**src/rtl/lock_attempt_ctrl.sv**
```systemverilog
//------------------------------------------------------------------------------
// Module      : lock_attempt_ctrl
// Description : Supervisory controller for the combination-lock datapath:
//               clear sequencing, failed-attempt count, backoff lockout, alarm.
//               Optional fail_count decay is built when ATTEMPT_DECAY_EN is defined.
// Revision    : 1.0 - initial release
//------------------------------------------------------------------------------
`default_nettype none

module lock_attempt_ctrl #(
    parameter int MAX_TRIES    = 3,
    parameter int LOCKOUT_BASE = 1000,
    parameter int CNT_W        = 16,
    parameter int FC_W         = 2,
    parameter int DECAY_CYCLES = 50000
) (
    input  logic            clock,
    input  logic            reset_n,
    input  logic            lock_locked,
    input  logic            lock_alarm_n,
    input  logic            admin_ack,
    input  logic            relock,
    output logic            lock_clear,
    output logic            alarm_out,
    output logic            lockout,
    output logic            unlocked,
    output logic [FC_W-1:0] fail_count,
    output logic [2:0]      state_dbg
);

    localparam logic [2:0] S_CLR0    = 3'd0;
    localparam logic [2:0] S_CLR1    = 3'd1;
    localparam logic [2:0] S_ARMED   = 3'd2;
    localparam logic [2:0] S_LOCKOUT = 3'd3;
    localparam logic [2:0] S_ALARM   = 3'd4;
    localparam logic [2:0] S_OPEN    = 3'd5;

    localparam logic [FC_W-1:0]  C_MAX_FC   = FC_W'(MAX_TRIES);
    localparam logic [CNT_W-1:0] C_CNT_MAX  = '1;
    localparam longint           C_MAX_L    = (64'sd1 <<< CNT_W) - 64'sd1;
    localparam logic [CNT_W-1:0] C_BASE_SAT =
        (longint'(LOCKOUT_BASE) > C_MAX_L) ? C_CNT_MAX : CNT_W'(LOCKOUT_BASE);

    logic [2:0]       r_state;
    logic [2:0]       w_state_nxt;
    logic [FC_W-1:0]  r_fail_count;
    logic [FC_W-1:0]  w_fc_nxt;
    logic [FC_W-1:0]  w_fc_inc;
    logic [FC_W-1:0]  w_shift;
    logic [CNT_W-1:0] r_cnt;
    logic [CNT_W-1:0] w_cnt_nxt;
    logic [CNT_W-1:0] w_load;

`ifdef ATTEMPT_DECAY_EN
    localparam int              C_Q_W    = $clog2(DECAY_CYCLES + 1);
    localparam logic [C_Q_W-1:0] C_Q_LAST = C_Q_W'(DECAY_CYCLES - 1);

    logic [C_Q_W-1:0] r_quiet;
    logic [C_Q_W-1:0] w_quiet_nxt;
    logic             w_quiet_run;
`endif

    assign w_fc_inc = (r_fail_count >= C_MAX_FC) ? C_MAX_FC : r_fail_count + FC_W'(1);
    assign w_shift  = w_fc_inc - FC_W'(1);

    // Doubling with saturation, one step per prior failure.
    always_comb begin
        w_load = C_BASE_SAT;
        for (int i = 0; i < MAX_TRIES; i++) begin
            if (i < int'(w_shift)) begin
                w_load = w_load[CNT_W-1] ? C_CNT_MAX : {w_load[CNT_W-2:0], 1'b0};
            end
        end
    end

    always_ff @(posedge clock) begin
        if (!reset_n) begin
            r_state      <= S_CLR0;
            r_fail_count <= '0;
            r_cnt        <= '0;
        end else begin
            r_state      <= w_state_nxt;
            r_fail_count <= w_fc_nxt;
            r_cnt        <= w_cnt_nxt;
        end
    end

`ifdef ATTEMPT_DECAY_EN
    // Quiet time accrues only while ARMED sees neither failure nor unlock.
    assign w_quiet_run = (r_state == S_ARMED) && lock_alarm_n && lock_locked;

    always_comb begin
        w_quiet_nxt = '0;
        if (w_quiet_run && (r_quiet != C_Q_LAST)) begin
            w_quiet_nxt = r_quiet + C_Q_W'(1);
        end
    end

    always_ff @(posedge clock) begin
        if (!reset_n) begin
            r_quiet <= '0;
        end else begin
            r_quiet <= w_quiet_nxt;
        end
    end
`endif

    always_comb begin
        w_state_nxt = r_state;
        w_fc_nxt    = r_fail_count;
        w_cnt_nxt   = r_cnt;
        case (r_state)
            S_CLR0: w_state_nxt = S_CLR1;
            S_CLR1: w_state_nxt = S_ARMED;
            S_ARMED: begin
                if (!lock_alarm_n) begin
                    w_fc_nxt = w_fc_inc;
                    if (w_fc_inc == C_MAX_FC) begin
                        w_state_nxt = S_ALARM;
                    end else begin
                        w_state_nxt = S_LOCKOUT;
                        w_cnt_nxt   = w_load;
                    end
                end else if (!lock_locked) begin
                    w_state_nxt = S_OPEN;
                    w_fc_nxt    = '0;
                end
`ifdef ATTEMPT_DECAY_EN
                else if ((r_quiet == C_Q_LAST) && (r_fail_count != '0)) begin
                    w_fc_nxt = r_fail_count - FC_W'(1);
                end
`endif
            end
            S_LOCKOUT: begin
                if (r_cnt <= CNT_W'(1)) begin
                    w_state_nxt = S_CLR1;
                    w_cnt_nxt   = '0;
                end else begin
                    w_cnt_nxt = r_cnt - CNT_W'(1);
                end
            end
            S_ALARM: begin
                if (admin_ack) begin
                    w_state_nxt = S_CLR0;
                    w_fc_nxt    = '0;
                end
            end
            S_OPEN: begin
                if (relock) begin
                    w_state_nxt = S_CLR0;
                end else if (lock_locked) begin
                    w_state_nxt = S_ARMED;
                end
            end
            default: w_state_nxt = S_CLR0;
        endcase
    end

    always_comb begin
        lock_clear = 1'b0;
        alarm_out  = 1'b0;
        lockout    = 1'b0;
        unlocked   = 1'b0;
        case (r_state)
            S_CLR0:    lock_clear = 1'b1;
            S_LOCKOUT: begin
                lock_clear = 1'b1;
                lockout    = 1'b1;
            end
            S_ALARM: begin
                lock_clear = 1'b1;
                alarm_out  = 1'b1;
            end
            S_OPEN:    unlocked = 1'b1;
            default:   lock_clear = 1'b0;
        endcase
    end

    assign fail_count = r_fail_count;
    assign state_dbg  = r_state;

endmodule

`default_nettype wire
```
**config.mk**
```make
export PLATFORM = sky130hd
export DESIGN_NAME = lock_attempt_ctrl
export DESIGN_NICKNAME = d
export VERILOG_FILES = /design/src/rtl/lock_attempt_ctrl.sv
export SDC_FILE = /design/constraint.sdc
export NUM_CORES = 1
export LEC_CHECK = 0
export CORE_MARGIN = 2
export CORE_UTILIZATION = 40
export DETAILED_ROUTE_END_ITERATION = 8
export PLACE_DENSITY_LB_ADDON = 0.08
export SYNTH_ARGS = -nofsm -noshare
export SYNTH_HDL_FRONTEND = slang
export SYNTH_SLANG_ARGS = --single-unit
```
**constraint.sdc**
```tcl
create_clock -name clock -period 2.1 [get_ports clock]
set_clock_uncertainty 0.1 [all_clocks]
set_input_delay 0.42 -clock clock [delete_from_list [all_inputs] [get_ports clock]]
set_output_delay 0.42 -clock clock [all_outputs]
set_load 0.005 [all_outputs]
```
==> impl_metrics.toml, run 1 <==
[run_status]
status = "complete, no violations"

[place]
gp_congestion = 0.938
dpl_cell_area_mm2 = 0.00179
dp_cells = 259
numPortBuffers = 14
place_hpwl_mm = 3.06

[sta]
hold_viol = 0
slew_headroom = 0.663
fmax_ghz = 0.487
period_share = 0.977
worst_slew_pin_slew_ns = 0.501
finalCriticalPeriod_ns = 2.05
final-setup-viol-count = 0
hold-worst-slack_ns = 0.411
final-max-slew-violation-count = 0
rsz0062_at_grt = "true"

[route]
vias = 1506
postRouteWirelength_mm = 3.87
highest-signal-layer = "met4"
dr_wl_met3_um = 187
firstDrtPassIters = 4
first_iter_violations = 102
drc = 0
viasPerCell = 5.68
wl_met2_mm = 1.77
postRouteAntennaNets = 0
wl_met1_mm = 1.85
wl_per_cell_um = 14.6

[clock_tree]
clk_pin_slew_ns = 0.12
clk_latency_ns = 0.30
cts_max_level = 1
cts_buffer_depth = 2
holdBufCountCts = 0
cts.sinks = 21
cts_tree = "yes"
cts_buffers = 3
cts_root_buffer = "clkbuf_4"

[die]
die_x_um = 62.6
core_area_mm2 = 0.00331
dieArea_mm2 = 0.00392
num_rows = 21
die_y_um = 62.6
io_pins = 15
start_util = 0.415

[global_route]
grt_overflow = 0
grt_pass1_vias = 1420
grt_max_degree = 23
grt_pass1_wl_mm = 6.56
antenna_found_initial = 0
grt.total_usage = 0.206

[synthesis]
synth_ff_type = "dfxtp_1"
syn_inst = 174
avgSynthCellArea_um2 = 7.90
synth_edf_count = 0
synth_area_mm2 = 0.00138
synth_seq_area_share = 0.306
yosys_warnings = 0
synth_nets = 186
ys_types = 47
synth-async-reset-ratio = 0
ys_seq_elements = 21

[final_layout]
final_nets = 232
syn_to_final_growth_pct = 36.8
postLayoutCellArea_mm2 = 0.00188
fillCellCount = 335
final_layout_size_suffix_gt1_frac = 0.256
diodes = 0
instances_no_fill = 265

[critical_path]
cp_data_arrival_time_ns = 2.16
path_buf_inv = 0
cp-end-kind = "register"
crit_chain = "or4_4, or2_4, or3_1, and2_1, o31a_1"
worst-path-stages = 5
cpPeakStageDelay_ns = 0.54
crit_fanout = 4
critPathLaunchType = "register"
cp_slowest_cell = "or4_4"
crit_family = "simple AND/OR/NAND/NOR gates"
path_class = "register to register"
reg2regPathDepth = 5
cp.required_ns = 2.20

[min_path]
hp-class = "register to register"
holdPathStages = 1

[power_and_ir_drop]
p_per_area_mw_per_mm2 = 1590
ir_drop_v = 0.000747
p_leak_nw = 0.745

[run]
cap_violations = 0
-- report_power, final --
group	leakage, nW	internal [mW]	total (mW)	switching [mW]
clock	0.0150	0.0739	0.197	0.123
combinational	0.556	1.05	2.10	1.04
sequential	0.174	0.544	0.690	0.147
total	0.745	1.67	2.99	1.31
-- cell type report --
class	instances	area [um2]	share of cell area
multi-input cells	141	957	0.509
inverters	6	22.5	0.0120
repair buffers	47	387	0.206
well taps	46	57.6	0.0306
clock buffers	4	26.3	0.0140
flip-flops and latches	21	430	0.229
-- synthesized netlist by cell type (all sizes together) (2+ instances only) --
master   n  share of area
nand2b   3          0.014
a21oi   12          0.044
ha       6          0.055
nand3b   2          0.011
nor2    14          0.038
or3      2         0.0091
a21boi   5          0.027
o311ai   3          0.019
o21bai   2          0.011
o31a     3          0.019
clkbuf   6          0.016
nor3     9          0.033
nand3    4          0.015
and2     4          0.018
o311a    3          0.022
o21a     3          0.016
nor4     3          0.014
o21ai   14          0.051
a221oi   2          0.013
nand2   12          0.033
nand4b   3          0.019
or4      2          0.014
dfxtp   21           0.31
a211oi   4          0.022
nor2b    3          0.014
or2      3          0.015
a31oi    3          0.014
o22ai    2         0.0091
inv      6          0.016
-- what timing repair did --
item | 4_1_cts | 5_1_grt
setup endpoints to repair | 9 | 11
resized for setup | 7 | 12
cloned | 0 | 0
pin swaps | 0 | 1
buffers inserted | 1 | 1
-- flip-flops by register name (all words and copies together), names as in the netlist --
register,cells
r_cnt,16
state_dbg,3
fail_count,2
-- metal layers --
metal,GRT usage,vias up
met2,0.335,40
met5,0,-
met4,0.0722,0
li1,-,753
met1,0.277,706
met3,0.0306,7
-- per-stage QoR --
step,worst slack [ns],setup TNS [ns],utilization,total power [mW]
2_1_floorplan,0.0291,0,-,1.77
5_1_grt,-0.0394,-0.0408,0.568,3.23
3_3_place_gp,0.0261,0,0.539,2.64
3_5_place_dp,-0.00931,-0.0181,0.539,2.67
6_report,0.0483,0,0.568,2.99
4_1_cts,-0.0202,-0.0284,0.553,2.89
-- cells by family (layout without fill, tap and decap cells) --
| family | count (synthesis) | after routing | share of synthesized area |
|---|---|---|---|
| AND/OR/NAND/NOR | 71 | 71 | 0.291 |
| multiplexers | 1 | 1 | 0.00728 |
| buffers and inverters | 12 | 57 | 0.0328 |
| AO/OA/AOI/OAI | 63 | 63 | 0.308 |
| adder cells (fa/ha/maj) | 6 | 6 | 0.0546 |
| flip-flops | 21 | 21 | 0.306 |
-- worst paths after layout --
| check | from | endpoint | slack, ns |
|---|---|---|---|
| max reg2reg | r_cnt[5]$_SDFFE_PN0P_ | r_cnt[9]$_SDFFE_PN0P_ | 0.05 |
| min | r_cnt[15]$_SDFFE_PN0P_ | r_cnt[15]$_SDFFE_PN0P_ | 0.41 |
| max | r_cnt[5]$_SDFFE_PN0P_ | r_cnt[9]$_SDFFE_PN0P_ | 0.05 |
| min reg2reg | r_cnt[15]$_SDFFE_PN0P_ | r_cnt[15]$_SDFFE_PN0P_ | 0.41 |
-- worst reg2reg max path, stage by stage, from the launching register on --
cell and delay, ns:
dfxtp_1 0.35, or4_4 0.54, or2_4 0.26, or3_1 0.32
and2_1 0.16, o31a_1 0.22
-- cells in the final DEF (no fill, tap or decap), types with 3 or more instances in the layout --
master           count
a211oi_1             4
dfxtp_1             17
nand4b_1             3
o31a_1               3
a31oi_1              3
inv_1                6
o311ai_0             3
nand2_1             11
o311a_1              3
nand3_1              4
a21boi_0             5
buf_4               33
clkbuf_4             3
nor2_1              11
nor3_1               8
a21oi_1             11
nand2b_1             3
nor4_1               3
clkdlybuf4s50_1     13
and2_1               4
o21ai_0             13
ha_1                 5
(Power assumes the default switching activity.)
==> run 2: changes to the inputs <==
--- a/config.mk
+++ b/config.mk
@@ -9,6 +9,7 @@
 export CORE_UTILIZATION = 40
 export DETAILED_ROUTE_END_ITERATION = 8
 export PLACE_DENSITY_LB_ADDON = 0.08
+export REMOVE_ABC_BUFFERS = 1
 export SYNTH_ARGS = -nofsm -noshare
 export SYNTH_HDL_FRONTEND = slang
 export SYNTH_SLANG_ARGS = --single-unit
==> run 2 against run 1 <==
  * Die area unchanged
  * Sequential share of layout area increased by 0.073 points
  * Setup slack got worse by 0.012 ns
  * Critical endpoint unchanged
  * Largest cell class unchanged
  * Highest routed layer unchanged
==> impl_metrics.toml, run 2 (same netlist as run 1, synthesis figures left out) <==
[min_path]
min-delay-start = "r_cnt[15]$_SDFFE_PN0P_"
hp-class = "register to register"
holdPathStages = 1
hold_path_end = "r_cnt[15]$_SDFFE_PN0P_"

[global_route]
grt_pass1_wl_mm = 6.73
grt.total_usage = 0.211
globalRouteMet2Util = 0.319
met3_usage = 0.0450
grt_pass1_vias = 1401
grt_overflow = 0
use_met1 = 0.305
grt_max_degree = 23
busiest_layer = "met2"
antenna_found_initial = 0

[clock_tree]
cts_tree = "yes"
cts_buffers = 3
clk_latency_ns = 0.30
cts_buffer_depth = 2
cts_max_level = 1
clk_pin_slew_ns = 0.11
cts.sinks = 21
cts_root_buffer = "clkbuf_4"

[final_layout]
largest_register_ffs = 16
final_cell_mix = "buf_4, o21ai_0, clkdlybuf4s50_1"
syn_to_final_growth_pct = 38.3
final_common_cell = "buf_4"
diodes = 0
final_nets = 229
final_layout_size_suffix_gt1_frac = 0.310
multiInputGateArea_um2 = 991
regMostFlops = "r_cnt"
seq_area_um2 = 437
fillCellCount = 347
final_core_util = 0.574

[power_and_ir_drop]
p_per_area_mw_per_mm2 = 1600
p_leak_nw = 0.732
finalPower_mw = 3.03
ir_drop_v = 0.000844

[critical_path]
reg2reg_to = "r_cnt[9]$_SDFFE_PN0P_"
critPathLaunch = "r_cnt[1]$_SDFFE_PN0P_"
critPathLaunchType = "register"
r2r-start = "r_cnt[1]$_SDFFE_PN0P_"
cp.required_ns = 2.20
path_class = "register to register"
cp-end-kind = "register"
regToRegSetupSlack_ns = 0.04
crit_fanout = 3
reg2regPathDepth = 5
cp_data_arrival_time_ns = 2.16

[sta]
hold_viol = 0
rsz0062_at_grt = "true"
hold-worst-slack_ns = 0.415
finalCriticalPeriod_ns = 2.06
slew_headroom = 0.695
fmax_ghz = 0.485
period_share = 0.983
final-max-slew-violation-count = 0
worst_slew_pin_slew_ns = 0.453
final-setup-viol-count = 0

[die]
core_area_mm2 = 0.00331
io_pins = 15
start_util = 0.415
die_x_um = 62.6
num_rows = 21
dieArea_mm2 = 0.00392
die_y_um = 62.6

[route]
wl_per_cell_um = 15.1
postRouteAntennaNets = 0
postRouteWirelength_mm = 3.96
drc = 0
firstDrtPassIters = 4
first_iter_violations = 122
viasPerCell = 5.64
vias = 1478

[place]
place_hpwl_mm = 2.88
numPortBuffers = 14
gp_congestion = 0.897

[run_status]
status = "complete, no violations"

[run]
cap_violations = 0
==> run 2: changes by cell type in the layout (fill, tap and decap cells not counted), sizes merged <==
cell	change
buf	-3
==> run 2: stage by stage <==
stage | area (um2) | std cells | setup slack [ns] | setup TNS (ns)
after floorplan | 1350 | 168 | -0.0162 | -0.0272
after global placement | 1720 | 251 | -0.00518 | -0.00518
after detailed placement | 1720 | 251 | 0.00114 | 0
after CTS | 1760 | 255 | 0.000111 | 0
after global routing | 1900 | 262 | -0.0196 | -0.0196
final | 1900 | 262 | 0.0366 | 0
==> run 2: worst max-delay path, cell delays in order (launching register included) <==
cell     delay (ns)
dfxtp_2        0.35
or4_4          0.51
or2_4          0.28
or3_4          0.34
and2_4         0.16
o31a_1         0.22
==> run 2: final cells by class <==
| class | instances | share of cell area |
|---|---|---|
| Multi-Input combinational cell | 141 | 0.521 |
| Tap cell | 46 | 0.0303 |
| Clock buffer | 4 | 0.0138 |
| Inverter | 6 | 0.0118 |
| Sequential cell | 21 | 0.230 |
| Timing Repair Buffer | 44 | 0.193 |
==> run 2: worst max-delay path by stage <==
stage / end / cells past startpoint
floorplan: r_cnt[12]$_SDFFE_PN0P_ / 8
global placement: r_cnt[5]$_SDFFE_PN0P_ / 6
detailed placement: r_cnt[4]$_SDFFE_PN0P_ / 6
CTS: alarm_out / 3
global route: r_cnt[9]$_SDFFE_PN0P_ / 5
finish: r_cnt[9]$_SDFFE_PN0P_ / 5
==> run 2: per-layer routing <==
layer,up-vias,part of all wire,wire length [um]
met4,0,0.011,42
met1,696,0.49,1950
met3,4,0.041,161
met2,33,0.46,1810
li1,745,-,-
met5,-,0,0
==> run 2: where the power goes <==
part	switching [mW]	internal (mW)
Sequential	0.144	0.547
Clock	0.117	0.0740
Combinational	1.10	1.05
==> run 2: what timing repair did <==
action | CTS | global route
endpoints found under the setup margin | 7 | 19
hold buffers | 0 | 0
gates resized for setup | 9 | 26
pin swaps | 0 | 3
setup buffers | 0 | 7
